## config.mk

```make
export PLATFORM = sky130hd
export DESIGN_NAME = alu_sequencer_flat
export DESIGN_NICKNAME = d
export VERILOG_FILES = /design/src/rtl/alu_sequencer_pkg.sv /design/src/rtl/alu_sequencer_if.sv /design/src/rtl/alu_sequencer_pc_unit.sv /design/src/rtl/alu_sequencer.sv /design/src/flat_wrapper.sv
export SDC_FILE = /design/constraint.sdc
export NUM_CORES = 1
export LEC_CHECK = 0
export CAP_MARGIN = 20
export CORE_ASPECT_RATIO = 2
export CORE_MARGIN = 2
export CORE_UTILIZATION = 45
export CTS_BUF_LIST = sky130_fd_sc_hd__clkbuf_2 sky130_fd_sc_hd__clkbuf_4 sky130_fd_sc_hd__clkbuf_8
export CTS_CLUSTER_DIAMETER = 40
export DETAILED_ROUTE_END_ITERATION = 16
export DONT_BUFFER_PORTS = 1
export PLACE_DENSITY = 0.64
export SETUP_SLACK_MARGIN = 0.2
export SYNTH_ARGS = -nofsm -noshare
export SYNTH_HDL_FRONTEND = slang
export SYNTH_SLANG_ARGS = --single-unit
```

## constraint.sdc

```tcl
create_clock -name CLK -period 3.15 [get_ports CLK]
set_input_delay 0.315 -clock CLK [delete_from_list [all_inputs] [get_ports CLK]]
set_output_delay 0.315 -clock CLK [all_outputs]
set_load 0.02 [all_outputs]
```

## src/rtl/alu_sequencer_pkg.sv

```systemverilog
// Shared types for the accumulator sequencer: ALU opcode mnemonics, FSM states, instruction field positions.
package alu_sequencer_pkg;

    typedef enum logic [8:0] {
        OP_NOP    = 9'd0,
        OP_MOVE   = 9'd1,
        OP_ASSIGN = 9'd2,
        OP_LOAD   = 9'd3,
        OP_STORE  = 9'd4,
        OP_ADD    = 9'd5,
        OP_LSL    = 9'd6,
        OP_LSR    = 9'd7,
        OP_B      = 9'd8,
        OP_BEQ    = 9'd9,
        OP_BLT    = 9'd10,
        OP_BGE    = 9'd11,
        OP_BGT    = 9'd12,
        OP_ORR    = 9'd13,
        OP_AND    = 9'd14,
        OP_SUB    = 9'd15
    } op_mne;

    typedef enum logic [2:0] {IDLE, FETCH, EXEC, WB, HALT} seq_state_t;

    localparam int         IMM_BIT  = 8;
    localparam int         OPC_MSB  = 7;
    localparam int         OPC_LSB  = 4;
    localparam logic [3:0] HALT_OPC = 4'hF;

    // The halt opcode has no ALU operation of its own, so it decodes to OP_NOP.
    function automatic op_mne opc_to_op(input logic [3:0] opc);
        case (opc)
            4'h0:    return OP_MOVE;
            4'h1:    return OP_ASSIGN;
            4'h2:    return OP_LOAD;
            4'h3:    return OP_STORE;
            4'h4:    return OP_ADD;
            4'h5:    return OP_LSL;
            4'h6:    return OP_LSR;
            4'h7:    return OP_B;
            4'h8:    return OP_BEQ;
            4'h9:    return OP_BLT;
            4'hA:    return OP_BGE;
            4'hB:    return OP_BGT;
            4'hC:    return OP_ORR;
            4'hD:    return OP_AND;
            4'hE:    return OP_SUB;
            default: return OP_NOP;
        endcase
    endfunction

endpackage

```

## src/rtl/alu_sequencer_if.sv

```systemverilog
// Sequencer <-> ROM/ALU/regfile bundle; master = sequencer, slave = datapath side.
// CYCLE_CNT_EN adds the CYCLES counter and ZFLAG export.
interface alu_sequencer_if import alu_sequencer_pkg::*; #(parameter int PC_W = 10);
    logic            START;
    logic [8:0]      INSTR;
    logic [PC_W-1:0] PC;
    op_mne           OP;
    logic            SET;
    logic [7:0]      SETNUM;
    logic            SC_IN;
    logic            SC_OUT;
    logic            ZERO;
    logic            EQ;
    logic [3:0]      RADDR;
    logic            REG_WE;
    logic            MEM_WE;
    logic            DONE;
`ifdef CYCLE_CNT_EN
    logic [15:0]     CYCLES;
    logic            ZFLAG;

    modport master (input START, INSTR, SC_OUT, ZERO, EQ,
                    output PC, OP, SET, SETNUM, SC_IN, RADDR, REG_WE, MEM_WE, DONE, CYCLES, ZFLAG);
    modport slave  (output START, INSTR, SC_OUT, ZERO, EQ,
                    input PC, OP, SET, SETNUM, SC_IN, RADDR, REG_WE, MEM_WE, DONE, CYCLES, ZFLAG);
`else
    modport master (input START, INSTR, SC_OUT, ZERO, EQ,
                    output PC, OP, SET, SETNUM, SC_IN, RADDR, REG_WE, MEM_WE, DONE);
    modport slave  (output START, INSTR, SC_OUT, ZERO, EQ,
                    input PC, OP, SET, SETNUM, SC_IN, RADDR, REG_WE, MEM_WE, DONE);
`endif
endinterface

```

## src/rtl/alu_sequencer_pc_unit.sv

```systemverilog
// Program counter: load START_PC, increment, or add a signed 4-bit offset, all modulo 2^PC_W.
// Updates on the clock edge after a request; load wins over branch, branch over increment.
module alu_sequencer_pc_unit #(
    parameter int              PC_W     = 10,
    parameter logic [PC_W-1:0] START_PC = '0
) (
    input  logic            clk,
    input  logic            rst,
    input  logic            load_i,
    input  logic            inc_i,
    input  logic            branch_i,
    input  logic [3:0]      offset_i,
    output logic [PC_W-1:0] pc_o
);
    logic [PC_W-1:0] pc_q, pc_d;

    always_comb begin
        pc_d = pc_q;
        if (load_i)
            pc_d = START_PC;
        else if (branch_i)
            pc_d = pc_q + {{(PC_W-4){offset_i[3]}}, offset_i};
        else if (inc_i)
            pc_d = pc_q + {{(PC_W-1){1'b0}}, 1'b1};
    end

    always_ff @(posedge clk) begin
        if (rst)
            pc_q <= START_PC;
        else
            pc_q <= pc_d;
    end

    assign pc_o = pc_q;
endmodule

```

## src/rtl/alu_sequencer.sv

```systemverilog
// Fetch/exec/writeback sequencer driving the accumulator ALU; 3 cycles per instruction, START ignored mid-instruction.
// CYCLE_CNT_EN adds a saturating busy-cycle counter (CYCLES) and the registered zero flag (ZFLAG).
module alu_sequencer import alu_sequencer_pkg::*; #(
    parameter int              PC_W     = 10,
    parameter logic [PC_W-1:0] START_PC = '0
) (
    input logic              CLK,
    input logic              RESET,
    alu_sequencer_if.master  bus
);
    seq_state_t state_q, state_d;
    logic [8:0] ir_q;
    logic       c_q, c_d;
    logic       eq_q, sc_q, z_q;
    logic       pc_load, pc_inc, pc_branch;
    logic [PC_W-1:0] pc;
    op_mne      op, ir_op;
    logic       set, reg_we, mem_we;
    logic [7:0] setnum;
    logic       start_ok;

    assign start_ok = bus.START && ((state_q == IDLE) || (state_q == HALT));
    assign ir_op    = opc_to_op(ir_q[OPC_MSB:OPC_LSB]);

    always_comb begin
        state_d   = state_q;
        c_d       = c_q;
        pc_load   = 1'b0;
        pc_inc    = 1'b0;
        pc_branch = 1'b0;
        op        = OP_NOP;
        set       = 1'b0;
        setnum    = 8'h00;
        reg_we    = 1'b0;
        mem_we    = 1'b0;
        case (state_q)
            IDLE, HALT: begin
                if (start_ok) begin
                    state_d = FETCH;
                    pc_load = 1'b1;
                    c_d     = 1'b0;
                end
            end
            FETCH: state_d = EXEC;
            EXEC: begin
                state_d = WB;
                if (bus.INSTR[IMM_BIT]) begin
                    set    = 1'b1;
                    setnum = bus.INSTR[7:0];
                end else begin
                    op = opc_to_op(bus.INSTR[OPC_MSB:OPC_LSB]);
                end
            end
            WB: begin
                state_d = FETCH;
                if (ir_q[IMM_BIT]) begin
                    pc_inc = 1'b1;
                end else begin
                    case (ir_op)
                        OP_ASSIGN, OP_ORR, OP_AND: begin
                            reg_we = 1'b1;
                            pc_inc = 1'b1;
                        end
                        OP_ADD, OP_LSL, OP_LSR: begin
                            reg_we = 1'b1;
                            c_d    = sc_q;
                            pc_inc = 1'b1;
                        end
                        OP_SUB: begin
                            reg_we = 1'b1;
                            c_d    = 1'b0;
                            pc_inc = 1'b1;
                        end
                        OP_STORE: begin
                            mem_we = 1'b1;
                            pc_inc = 1'b1;
                        end
                        // The ALU has already folded the branch condition into EQ.
                        OP_B, OP_BEQ, OP_BLT, OP_BGE, OP_BGT: begin
                            pc_branch = eq_q;
                            pc_inc    = ~eq_q;
                        end
                        default: begin
                            if (ir_q[OPC_MSB:OPC_LSB] == HALT_OPC)
                                state_d = HALT;
                            else
                                pc_inc = 1'b1;
                        end
                    endcase
                end
            end
            default: state_d = IDLE;
        endcase
    end

    always_ff @(posedge CLK) begin
        if (RESET) begin
            state_q <= IDLE;
            c_q     <= 1'b0;
            ir_q    <= 9'h000;
            eq_q    <= 1'b0;
            sc_q    <= 1'b0;
            z_q     <= 1'b0;
        end else begin
            state_q <= state_d;
            c_q     <= c_d;
            if (state_q == EXEC) begin
                ir_q <= bus.INSTR;
                eq_q <= bus.EQ;
                sc_q <= bus.SC_OUT;
                z_q  <= bus.ZERO;
            end
        end
    end

    alu_sequencer_pc_unit #(.PC_W(PC_W), .START_PC(START_PC)) u_pc (
        .clk      (CLK),
        .rst      (RESET),
        .load_i   (pc_load),
        .inc_i    (pc_inc),
        .branch_i (pc_branch),
        .offset_i (ir_q[3:0]),
        .pc_o     (pc)
    );

    assign bus.PC     = pc;
    assign bus.OP     = op;
    assign bus.SET    = set;
    assign bus.SETNUM = setnum;
    assign bus.SC_IN  = c_q;
    assign bus.RADDR  = (state_q == EXEC) ? bus.INSTR[3:0] : ir_q[3:0];
    assign bus.REG_WE = reg_we;
    assign bus.MEM_WE = mem_we;
    assign bus.DONE   = (state_q == HALT);

`ifdef CYCLE_CNT_EN
    logic [15:0] cycles_q;

    always_ff @(posedge CLK) begin
        if (RESET || start_ok)
            cycles_q <= 16'h0000;
        else if ((state_q == FETCH || state_q == EXEC || state_q == WB) && cycles_q != 16'hFFFF)
            cycles_q <= cycles_q + 16'h0001;
    end

    assign bus.CYCLES = cycles_q;
    assign bus.ZFLAG  = z_q;
`else
    logic unused_z;
    assign unused_z = z_q;
`endif
endmodule

```

## src/flat_wrapper.sv

```systemverilog
// flat-port wrapper written by rule: the top's interface ports become plain ports
module alu_sequencer_flat import alu_sequencer_pkg::*;
#(
    parameter int              PC_W     = 10,
    parameter logic [PC_W-1:0] START_PC = '0
)
  (CLK, RESET, bus_START, bus_INSTR, bus_SC_OUT, bus_ZERO, bus_EQ, bus_PC, bus_OP, bus_SET, bus_SETNUM, bus_SC_IN, bus_RADDR, bus_REG_WE, bus_MEM_WE, bus_DONE);
  alu_sequencer_if #(.PC_W(PC_W)) bus_i ();
  input logic CLK;
  input logic RESET;
  input wire logic [$bits(bus_i.START)-1:0] bus_START;
  input wire logic [$bits(bus_i.INSTR)-1:0] bus_INSTR;
  input wire logic [$bits(bus_i.SC_OUT)-1:0] bus_SC_OUT;
  input wire logic [$bits(bus_i.ZERO)-1:0] bus_ZERO;
  input wire logic [$bits(bus_i.EQ)-1:0] bus_EQ;
  output wire logic [$bits(bus_i.PC)-1:0] bus_PC;
  output wire logic [$bits(bus_i.OP)-1:0] bus_OP;
  output wire logic [$bits(bus_i.SET)-1:0] bus_SET;
  output wire logic [$bits(bus_i.SETNUM)-1:0] bus_SETNUM;
  output wire logic [$bits(bus_i.SC_IN)-1:0] bus_SC_IN;
  output wire logic [$bits(bus_i.RADDR)-1:0] bus_RADDR;
  output wire logic [$bits(bus_i.REG_WE)-1:0] bus_REG_WE;
  output wire logic [$bits(bus_i.MEM_WE)-1:0] bus_MEM_WE;
  output wire logic [$bits(bus_i.DONE)-1:0] bus_DONE;
  assign bus_i.START = bus_START;
  assign bus_i.INSTR = bus_INSTR;
  assign bus_i.SC_OUT = bus_SC_OUT;
  assign bus_i.ZERO = bus_ZERO;
  assign bus_i.EQ = bus_EQ;
  assign bus_PC = bus_i.PC;
  assign bus_OP = bus_i.OP;
  assign bus_SET = bus_i.SET;
  assign bus_SETNUM = bus_i.SETNUM;
  assign bus_SC_IN = bus_i.SC_IN;
  assign bus_RADDR = bus_i.RADDR;
  assign bus_REG_WE = bus_i.REG_WE;
  assign bus_MEM_WE = bus_i.MEM_WE;
  assign bus_DONE = bus_i.DONE;
  alu_sequencer #(.PC_W(PC_W), .START_PC(START_PC)) u_core (.CLK(CLK), .RESET(RESET), .bus(bus_i));
endmodule
```

[Word level (Yosys, flattened, before mapping)]
Memories as Yosys holds them, arrays and structs flattened. A register that Yosys moved wholly into a read port is not among the register bits.
Index checks and enable logic that the tools add are counted.
Storage, ports and cells
  flip-flop bits (word level): 25
  bits in read-only memories: 128
  bits of input ports: 15
  output and inout port bits: 36
  word-level logic and storage cells: 80
  memories: 2
Cells by class
  add/sub/neg operators: 2
  equality and inequality tests: 21
  multiplexer cells: 35
  bitwise operators: 1
  reductions and logical operators: 13
Memories
  (name not given): words 16, bits a word 4, read ports 1, clocked after memory_dff 0, write ports 0, RTL line alu_sequencer_pkg.sv:32  | case (opc)
  (name not given): words 16, bits a word 4, read ports 1, clocked after memory_dff 1, write ports 0, RTL line alu_sequencer_pkg.sv:32
Operators with widths (number)
  equality test 9 x 4 -> 1 bit (second input constant): 8
  equality test 9 x 3 -> 1 bit (second input constant): 4
  2-to-1 mux 10 bit: 2
  2-to-1 mux 1 bit: 18
  2-to-1 mux 9 bit: 2
  2-to-1 mux 8 bit: 2
  OR reduction 13 bit: 1
  2-to-1 mux 3 bit: 4
  2-to-1 mux 4 bit: 3
  one-hot mux 3 bit (4 select lines): 1
  adder 10 x 1 -> 10 bit (second input constant): 1
  adder 10 bit: 1
  equality test 9 x 2 -> 1 bit (second input constant): 1
  OR reduction 8 bit: 1
  OR reduction 7 bit: 1
  equality test 3 x 2 -> 1 bit (second input constant): 2
  one-hot mux 1 bit (2 select lines): 3
  OR reduction 5 bit: 1
  equality test 4 bit (second input constant): 1
  AND reduction 4 bit: 1
  nonzero test 2 bit: 2
  OR reduction 2 bit: 2
  equality test 3 x 1 -> 1 bit (second input constant): 1
  equality test 3 bit (second input constant): 1
  other kinds (8): 8

[Longest topological paths before layout]
  depth in word-level cells: 7
  depth in mapped cells: 13
  mapped depth without buffers: 12

[By module]
A second synthesis with hierarchy kept.
Second synthesis, totals
  cell total of the unflattened synthesis: 215
  area total of the unflattened synthesis: 1828.0 sq um
Modules (own cells, without submodules)
  alu_sequencer: instances 1, cells an instance 135, area an instance 1162.4 sq um, sequential area each 380.4 sq um
  alu_sequencer_pc_unit: instances 1, cells an instance 80, area an instance 665.6 sq um, sequential area each 200.2 sq um

[Worst setup path before layout]
No wires, ideal clock.
  path kind: reg2reg
  start point: reg u_core.state_q[0]
  end point: reg u_core.u_pc.pc_q[9], in the netlist u_core.u_pc.pc_o[9]
  setup time: 0.067 ns
  arrival time: 2.600 ns
  required time: 3.083 ns
  setup slack: 0.483 ns
  cell stages (with the launch flop): 13
  buffers on the path: 1
  clock period less this slack: 2.667 ns
  cells stage by stage: dfxtp_1 -> buf_2 -> and4bb_1 -> and4_2 -> nand2_1 -> inv_1 -> ha_1 -> a21o_1 -> a21oi_1 -> a211oi_1 -> or3_1 -> a21o_2 -> a21oi_2
Between the ends
  word-level cells in the longest chain between the ends: 6
  elaborated cells between the ends (all ways): 13
  classes of those cells: 2 x eq/ne; 5 x mux; 6 x reduce/logical
Ends and longest elaborated chain
  start: declaration: RTL line alu_sequencer.sv:11  | seq_state_t state_q, state_d;
  start signal: assignment: RTL line alu_sequencer.sv:105  | state_q <= state_d;
  equality test 3 bit or logical NOT 3 bit (tied branches): RTL line alu_sequencer.sv:22, alu_sequencer.sv:36
  logical OR 1 bit: RTL line alu_sequencer.sv:22  | assign start_ok = bus.START && ((state_q == IDLE) || (state_q == HALT));
  logical AND 1 bit: RTL line alu_sequencer.sv:22
  2-to-1 mux 1 bit: RTL line alu_sequencer.sv:38  | if (start_ok) begin
  2-to-1 mux 1 bit: RTL line alu_sequencer.sv:36  | case (state_q)
  OR reduction 2 bit (no line)
  end signal: assignment: RTL line alu_sequencer_pc_unit.sv:31  | pc_q <= pc_d;
  end: declaration: RTL line alu_sequencer_pc_unit.sv:15  | logic [PC_W-1:0] pc_q, pc_d;
Several ways; a longest one is shown, not always the timed one.
A chain may end at the register's enable or synchronous reset.

[Final worst setup path]
  start point: reg u_core.state_q[2]
  end point: reg u_core.u_pc.pc_q[9], in the netlist u_core.u_pc.pc_o[9]
The elaborated chain is that of the path after synthesis.

==> results_dict.tcl <==
set metrics [dict create \
    start_kind "flip-flop" \
    vias 1627 \
    worstSetupStartpoint "u_core.state_q[2]$_SDFFE_PP0P_" \
    adder_cell_share_of_the_synthesized_area 0.118 \
    unrepaired_setup_endpoints_after_global_routing "no" \
    crit_type "reg -> reg" \
    preCtsSetupSlack_ps 334 \
    run_status "complete, no violations" \
    design.die.area_mm2 0.00465 \
    leakage_nw 0.863 \
    cap_viol_max_count 0 \
    worstReg2RegStart "u_core.state_q[2]$_SDFFE_PP0P_" \
    initialDrtViolationCount 30 \
    postCtsHoldBufs 0 \
    drcViolationCount 0 \
    place.gp.congestion 0.803 \
    layout_common_cells "sky130_fd_sc_hd__nand2_1, sky130_fd_sc_hd__dfxtp_1, sky130_fd_sc_hd__a21oi_1" \
    worstSetupEndpointType "flip-flop" \
    cts.root.buffer_cell "sky130_fd_sc_hd__clkbuf_8" \
    worstHoldStart "RESET" \
    grt.total_usage 0.199 \
    length_of_the_first_detailed_routing_pass_in_iterations 4 \
    clock.fmax_ghz 0.363 \
    syn_to_final_growth_pct 8.77 \
    cts.sink_count 29 \
    synth-edff-count 0 \
    synth_top_family_by_area "simple AND/OR/NAND/NOR gates" \
    synthesis.area_mm2 0.00184 \
    route.final.wire_length_um 4230 \
    cp_data_arrival_time_ps 2980 \
    finClkSkew_ps 6.28 \
    post-layout-total-power_mw 1.13 \
    ys_seq_area_frac 0.315 \
    drive_gt1_frac 0.102 \
    synth_compound_gate_area_share 0.168 \
    post-dp-hpwl_um 3350 \
    wl_per_cell_um 14.3 \
    post_place_cell_area_mm2 0.00187 \
    clock_latency_ps 280 \
    buffer_ports.inserted 0 \
    timing.final.ws_setup_ps 392 \
    worst-slew-pin-transition_ps 706 \
    route.antenna.remaining_nets 0 \
    timing.critical_path.fanout_max 5 \
    min_period_ps 2760 \
    worst_setup_hold_path_clk_slew_ps 70 \
    ys.flop_type "sky130_fd_sc_hd__dfxtp_1" \
    grt_pass1_wl_um 7060 \
    netlist_instances 242 \
    synthTopCellsByArea "sky130_fd_sc_hd__dfxtp_1, sky130_fd_sc_hd__ha_1, sky130_fd_sc_hd__nand2_1" \
    fp.coreArea_mm2 0.00388 \
    final_net_count 275 \
    finalMaxSlewViolations 0 \
    timing.final.hold_violations 0 \
    synth_simple_gate_area_frac 0.297 \
    ys_types 47 \
    multi_input_comb_area_mm2 0.00115 \
    min_period_over_period 0.875 \
    post_cts_buffers 0 \
    initial_utilization 0.474 \
    timing.setup.tns_ps 0 \
    async_reset_ff_frac 0 \
    regArea_um2 582 \
    ys.warnings.count 0 \
    cts.path.max_buffers 2 \
    syn-mean-instance-area_um2 7.61 \
    die_height_um 94.4 \
    synth_top_area_frac 0.315 \
    die_w_um 49.2 \
    yosys.area_share.xor_xnor 0.0190 \
    ys_ff_latch 29 \
    vias_per_cell 5.50 \
    io_pins 51 \
    cts_buffer_count 5 \
    final.fill_count 396 \
    synth_mux_area_frac 0.00544 \
    h-tree-depth 2 \
    grt_start_max_net_pins 20 \
    mostFrequentLayoutCell "sky130_fd_sc_hd__nand2_1" \
    max_slew_margin 0.526 \
    cts_tree "built" \
    grt_antenna_before_repair 0 \
    diodes 0 \
    setup_violations 0 \
    required_worst_endpoint_ps 3370 \
    postLayoutCellArea_mm2 0.00200 \
    residual_overflow_from_global_routing 0 \
    rows 32 \
    p_per_area_mw_per_mm2 564 \
    vdd.ir_drop.worst_v 0.000274 \
    hold_class "in -> reg" \
    synth_top_area_cell "sky130_fd_sc_hd__dfxtp_1" \
    first_global_vias 1640 \
]
[final cells by class]
class / instances / area share
Clock inverter: 2 / 0.0188
Sequential cell: 29 / 0.291
Timing Repair Buffer: 4 / 0.0150
Tap cell: 51 / 0.0319
Clock buffer: 6 / 0.0413
Multi-Input combinational cell: 188 / 0.573
Inverter: 16 / 0.0300
[power by group]
group / leakage, nW / switching (mW) / internal (mW)
clock: 0.0574 / 0.153 / 0.257
sequential: 0.236 / 0.0380 / 0.411
combinational: 0.570 / 0.187 / 0.0841
total: 0.863 / 0.378 / 0.752
[flip-flops by register name, indices dropped and copies added, names as in the netlist]
name	cells
u_core.eq_q	1
u_core.bus.SC_IN	1
u_core.u_pc.pc_o	10
u_core.ir_q	9
u_core.ir_op	4
u_core.state_q	3
u_core.sc_q	1
[cells in the mapped netlist (all sizes together), types with 2 or more instances]
master / instances
and2: 5
nand4: 2
inv: 16
and3: 6
buf: 10
a21o: 4
nand3: 9
o211ai: 3
o21ai: 6
a21oi: 27
ha: 15
xnor2: 3
nor3: 5
nand2: 47
a22oi: 2
clkbuf: 3
nand2b: 4
or3: 4
nor2: 16
dfxtp: 29
nor2b: 7
a211oi: 3
[worst paths after layout]
| path | to | cells past startpoint | slack, ps |
|---|---|---|---|
| setup / recovery | u_core.u_pc.pc_o[9]$_SDFFE_PP0P_ | 11 | 390 |
| hold / removal | u_core.ir_q[3]$_SDFFE_PP0P_ | 1 | 90 |
| setup reg to reg | u_core.u_pc.pc_o[9]$_SDFFE_PP0P_ | 11 | 390 |
| hold reg to reg | u_core.sc_q$_SDFFE_PP0P_ | 2 | 460 |
[logic make-up after synthesis]
logic type               after synthesis
other                                  1
flip-flops                            29
AO/OA/AOI/OAI                         50
multiplexers                           1
adder cells (fa/ha/maj)               17
XOR/XNOR                               4
AND/OR/NAND/NOR                      111
buffers and inverters                 29
[metal layers]
| layer | vias to the layer above | GRT usage | share of wire |
|---|---|---|---|
| met3 | 7 | 0.0522 | 0.047 |
| li1 | 821 | - | - |
| met1 | 763 | 0.154 | 0.33 |
| met5 | - | 0 | 0 |
| met4 | 0 | 0.102 | 0.024 |
| met2 | 36 | 0.419 | 0.60 |
[critical path, cell delays in order, from the launching register on]
cell                       delay (ps)
sky130_fd_sc_hd__dfxtp_1          380
sky130_fd_sc_hd__and4bb_2         280
sky130_fd_sc_hd__and4_2           270
sky130_fd_sc_hd__nand2_1          130
sky130_fd_sc_hd__inv_1             70
sky130_fd_sc_hd__buf_4            160
sky130_fd_sc_hd__ha_1             330
sky130_fd_sc_hd__a21oi_1          220
sky130_fd_sc_hd__o21ai_0          170
sky130_fd_sc_hd__or3_1            370
sky130_fd_sc_hd__a21o_2           210
sky130_fd_sc_hd__a21oi_2          120
[stage by stage]
stage	hold WS [ps]	utilization	std cells
CTS	81.2	0.513	296
floorplan	432	-	246
global placement	388	0.482	288
detailed placement	390	0.482	288
finish	89.7	0.515	296
global route	83.0	0.515	296
[timing repair]
action,CTS,global route
endpoints found under the hold margin,0,0
gates resized for setup,0,4
setup endpoints to repair,0,1
Note: power is estimated with default switching activity, not from simulation.
